`src/rtl/motor_pwm_mc.sv`:
```
// Multi-channel H-bridge PWM motor controller: shared period counter and ramp
// prescaler, and a per-channel ramped duty with dead time on direction reversal.

module motor_pwm_mc_ch #(
    parameter int CNT_W    = 8,
    parameter int DEAD_CYC = 16
) (
    input  logic             sclk,
    input  logic             s_rst_n,
    input  logic             ramp_tick,
    input  logic [CNT_W-1:0] pcnt,
    input  logic [CNT_W-1:0] target,
    input  logic             enable,
    input  logic             direct,
    input  logic             lim_f,
    input  logic             lim_r,
    output logic [1:0]       ma,
    output logic             busy
);
    typedef enum logic [1:0] {IDLE, RUN, DEAD} state_t;

    localparam logic [7:0] DEAD_LAST = 8'(DEAD_CYC - 1);

    state_t           state, state_nx;
    logic [CNT_W-1:0] cur, cur_nx;
    logic             dir_q, dir_nx;
    logic [7:0]       dcnt, dcnt_nx;
    logic             blk_dir, blk_q, pwm_on;

    // End-stop that blocks the requested direction vs. the latched one
    assign blk_dir = direct ? lim_f : lim_r;
    assign blk_q   = dir_q  ? lim_f : lim_r;
    assign pwm_on  = (pcnt < cur);

    always_comb begin
        state_nx = state;
        cur_nx   = cur;
        dir_nx   = dir_q;
        dcnt_nx  = dcnt;
        unique case (state)
            IDLE: if (enable && !blk_dir) begin
                state_nx = RUN;
                dir_nx   = direct;
                cur_nx   = '0;
            end
            RUN: if (!enable || blk_q) begin
                state_nx = IDLE;
                cur_nx   = '0;
            end else if (direct != dir_q) begin
                state_nx = DEAD;
                cur_nx   = '0;
                dcnt_nx  = '0;
            end else if (ramp_tick) begin
                if (cur < target)      cur_nx = cur + CNT_W'(1);
                else if (cur > target) cur_nx = cur - CNT_W'(1);
            end
            DEAD: if (!enable) begin
                state_nx = IDLE;
            end else if (dcnt == DEAD_LAST) begin
                if (!blk_dir) begin
                    state_nx = RUN;
                    dir_nx   = direct;
                end else begin
                    state_nx = IDLE;
                end
            end else begin
                dcnt_nx = dcnt + 8'd1;
            end
            default: state_nx = IDLE;
        endcase
    end

    always_ff @(posedge sclk or negedge s_rst_n) begin
        if (!s_rst_n) begin
            state <= IDLE;
            cur   <= '0;
            dir_q <= 1'b0;
            dcnt  <= '0;
            ma    <= 2'b00;
            busy  <= 1'b0;
        end else begin
            state <= state_nx;
            cur   <= cur_nx;
            dir_q <= dir_nx;
            dcnt  <= dcnt_nx;
            // Only one leg can ever carry pwm_on, so 2'b11 is unreachable
            ma    <= (state == RUN) ? (dir_q ? {pwm_on, 1'b0} : {1'b0, pwm_on}) : 2'b00;
            busy  <= (state_nx != IDLE);
        end
    end
endmodule

module motor_pwm_mc #(
    parameter int CH       = 2,
    parameter int CNT_W    = 8,
    parameter int DEAD_CYC = 16,
    parameter int RAMP_DIV = 64
) (
    input  logic                sclk,
    input  logic                s_rst_n,
    input  logic [CH-1:0]       enable,
    input  logic [CH-1:0]       direct,
    input  logic [CH*CNT_W-1:0] duty,
    input  logic [CH-1:0]       lim_f,
    input  logic [CH-1:0]       lim_r,
    output logic [2*CH-1:0]     MA,
    output logic [CH-1:0]       busy
);
    // Period is 2^CNT_W-1 so a full-scale duty is a constant-on output
    localparam logic [CNT_W-1:0] PCNT_LAST = CNT_W'((1 << CNT_W) - 2);
    localparam logic [15:0]      PRE_LAST  = 16'(RAMP_DIV - 1);

    logic [CNT_W-1:0] pcnt;
    logic [15:0]      pre;
    logic             ramp_tick;

    assign ramp_tick = (pre == PRE_LAST);

    always_ff @(posedge sclk or negedge s_rst_n) begin
        if (!s_rst_n) begin
            pcnt <= '0;
            pre  <= '0;
        end else begin
            pcnt <= (pcnt == PCNT_LAST) ? '0 : pcnt + CNT_W'(1);
            pre  <= ramp_tick ? '0 : pre + 16'd1;
        end
    end

    for (genvar i = 0; i < CH; i++) begin : g_ch
        motor_pwm_mc_ch #(.CNT_W(CNT_W), .DEAD_CYC(DEAD_CYC)) u_ch (
            .sclk      (sclk),
            .s_rst_n   (s_rst_n),
            .ramp_tick (ramp_tick),
            .pcnt      (pcnt),
            .target    (duty[i*CNT_W +: CNT_W]),
            .enable    (enable[i]),
            .direct    (direct[i]),
            .lim_f     (lim_f[i]),
            .lim_r     (lim_r[i]),
            .ma        (MA[2*i +: 2]),
            .busy      (busy[i])
        );
    end
endmodule

```
`config.mk`:
```
export PLATFORM = sky130hd
export DESIGN_NAME = motor_pwm_mc
export DESIGN_NICKNAME = d
export VERILOG_FILES = /design/src/rtl/motor_pwm_mc.sv
export SDC_FILE = /design/constraint.sdc
export NUM_CORES = 1
export LEC_CHECK = 0
export ABC_CLOCK_PERIOD_IN_PS = 3900
export BUFFER_PORTS_ARGS = -buffer_cell sky130_fd_sc_hd__buf_2
export CAP_MARGIN = 20
export CORE_UTILIZATION = 45
export CTS_CLUSTER_DIAMETER = 30
export CTS_CLUSTER_SIZE = 25
export DETAILED_ROUTE_END_ITERATION = 12
export HOLD_SLACK_MARGIN = 0.05
export PLACE_DENSITY = 0.6
export SYNTH_ARGS = -nofsm -noshare
export SYNTH_HDL_FRONTEND = slang
export SYNTH_HIERARCHICAL = 1
export SYNTH_SLANG_ARGS = --single-unit
```
`constraint.sdc`:
```
create_clock -name sclk -period 3.9 [get_ports sclk]
set_input_delay 0 -clock sclk [delete_from_list [all_inputs] [get_ports sclk]]
set_output_delay 0 -clock sclk [all_outputs]
set_load 0.01 [all_outputs]
```
==> impl_metrics.ini <==
[routing]
drtPass1Iterations = 4
wl_mm = 9.33
vias = 3580
drtIter0Drc = 113
drtAntennaViolNets = 0
wl_per_cell_um = 14.1
drc = 0
vias_per_cell = 5.41

[global_routing]
grt_overflow = 0
grt_max_degree = 37
grt_pass1_wl_mm = 16.2
antenna_found_initial = 0
track_usage = 0.198
grt_pass1_vias = 3565

[critical_path]
cp_max_fo = 7
cp_num_buf_inv = 0
critPathMaxStageDelay_ns = 0.42
cp_data_required_time_ns = 4.12
cpMaxStageDelayCell = dfrtp_1
worst-path-stages = 12
critPathCaptureType = flip-flop
arrival_ns = 3.43
reg2reg_depth = 12
crit_path_start_kind = flip-flop
cp_cell_sequence = ha_1 -> nor2b_1 -> o211ai_1 -> a21o_1 -> nand2_1 -> ha_1 -> a21oi_1 -> nor2b_1 -> a311o_1 -> a21oi_1 -> nor3_1 -> a2111o_1
cpLargestDelayFamily = compound AO/OA/AOI/OAI gates
crit_type = reg -> reg

[run_status]
status = finished clean

[cts]
clk_pin_slew_ns = 0.08
cts_root_buf = clkbuf_8
cts_made_buffers = 9
cts.path.max_buffers = 2
htreeDepth = 3
cts_resized = 0
cts.sinks = 68
cts_tree = done
clk_latency_ns = 0.35

[yosys]
synth_ff_type = dfrtp_1
avgSynthCellArea_um2 = 9.58
synth_nets = 555
synthCells = 480
yosys_warnings = 6
async_reset_ff_frac = 1.00
ys_seq_area_frac = 0.370
syn_area_mm2 = 0.00460
ys_seq_elements = 68
synth-edff-count = 0
yosysUniqueCellTypes = 71

[power_and_ir_drop]
finalPower_mw = 1.53
p_per_area_mw_per_mm2 = 298
p_leak_nw = 2.46
vdd.ir_drop.worst_v = 0.000138

[die]
core_area_mm2 = 0.00982
die_area_mm2 = 0.0106
die_y_um = 103
die_w_um = 103
fp-row-count = 36
initial_core_util = 0.468
io-pin-count = 32

[timing]
final-hold-violation-count = 0
rsz0062_at_grt = no
finalSetupViolations = 0
clock_skew_ns = 0.0166
tightest_slew_ns = 0.779
fmax_mhz = 311
layout_min_cycle_time_ns = 3.21
finalCritPeriodShare = 0.824
finalSetupTns_ns = 0
slew_headroom = 0.479
slew_viol_final = 0

[cells_and_area]
final_common_cell = dfrtp_1
antenna_cells = 0
layout-drive-gt1-share = 0.155
area_growth_pct = 11.8
final_net_count = 599
mostFrequentLayoutCells = dfrtp_1 (68), inv_1 (51), ha_1 (47)

[placement]
place_hpwl_mm = 7.01
io_buffers = 31
gp_congestion = 0.883

[job]
drv_cap = 0

[worst_hold_path]
hold_path.class = in -> reg
whs_path_depth = 4
area by class of cell:
type	count	area, um^2
fill	947	4680
multi-input combinational	358	2680
sequential	68	1700
timing repair buffer	36	203
inverter	51	191
tap	133	166
clock buffer	10	138
clock inverter	6	63.8
path summary, 6_finish.rpt:
check / from / end / slack (ns)
hold reg to reg: pre[10] / pre[10] / 0.50
setup / recovery: g_ch[0].u_ch/cur[1] / g_ch[0].u_ch/cur[7] / 0.69
hold / removal: lim_r[1] / g_ch[1].u_ch/state[0] / 0.12
min in group asynchronous: s_rst_n / g_ch[1].u_ch/cur[4] / 0.26
max in group asynchronous: s_rst_n / pcnt[1] / 2.68
setup reg to reg: g_ch[0].u_ch/cur[1] / g_ch[0].u_ch/cur[7] / 0.69
report_power, final:
group          switching [mW]  internal, mW
registers              0.0331         0.737
clock network           0.283         0.311
logic                  0.0964        0.0728
total                   0.412          1.12
stage by stage:
stage | area [um^2] | instances | hold slack [ns] | utilization | setup slack, ns
2_1_floorplan | 4600 | 480 | -0.296 | - | 0.976
3_3_place_gp | 4900 | 642 | 0.114 | 0.499 | 0.825
3_5_place_dp | 4900 | 642 | 0.122 | 0.499 | 0.710
4_1_cts | 5140 | 662 | 0.0949 | 0.524 | 0.688
5_1_grt | 5140 | 662 | 0.127 | 0.524 | 0.429
6_report | 5140 | 662 | 0.121 | 0.524 | 0.686
worst min-delay path, stage by stage:
cell and delay [ns]:
buf_2 0.10, mux2i_1 0.10, nand3_1 0.16, nand2_1 0.07
Yosys cell counts, types with 4 or more instances:
master     n  area share
dfrtp_1   68        0.37
inv_1     51       0.042
ha_1      47        0.13
nor2_1    39       0.032
nand2_1   34       0.028
nand3_1   28       0.030
a21oi_1   24       0.026
xor2_1    20       0.038
nor3_1    12       0.013
o21ai_0   12       0.013
xnor2_1   12       0.023
nand4_1   10       0.014
a21o_1     9       0.015
nor2b_1    9       0.012
mux2i_1    7       0.015
o21a_1     6      0.0098
a211oi_1   5      0.0082
nor4_1     5      0.0068
or3_1      5      0.0068
and3_1     4      0.0054
o41ai_2    4       0.014
sequential cells by signal (all words and copies together), names as in the netlist:
register	flops
g_ch.u_ch/busy	2
g_ch.u_ch/cur	16
g_ch.u_ch/dcnt	16
g_ch.u_ch/dir_q	2
g_ch.u_ch/ma	4
g_ch.u_ch/state	4
pcnt	8
pre	16
routing by layer:
layer / vias to the layer above / track usage / wire length (um)
li1: 1795 / - / -
met1: 1701 / 0.261 / 4540
met2: 64 / 0.323 / 4310
met3: 20 / 0.0407 / 298
met4: 0 / 0.0704 / 189
met5: - / 0 / 0
timing repair:
| item | CTS | global route |
|---|---|---|
| setup buffers | 0 | 0 |
| hold buffers | 4 | 0 |
| hold endpoints to repair | 35 | 0 |
logic make-up after synthesis:
group,synth area share
AOI/OAI and AO/OA,0.164
xor gates and xnor gates,0.0610
adders and majority gates,0.137
buffers and inverters,0.0476
DFF,0.370
muxes,0.0267
and+or+nand+nor,0.195
Note: power is estimated with default switching activity, not from simulation.
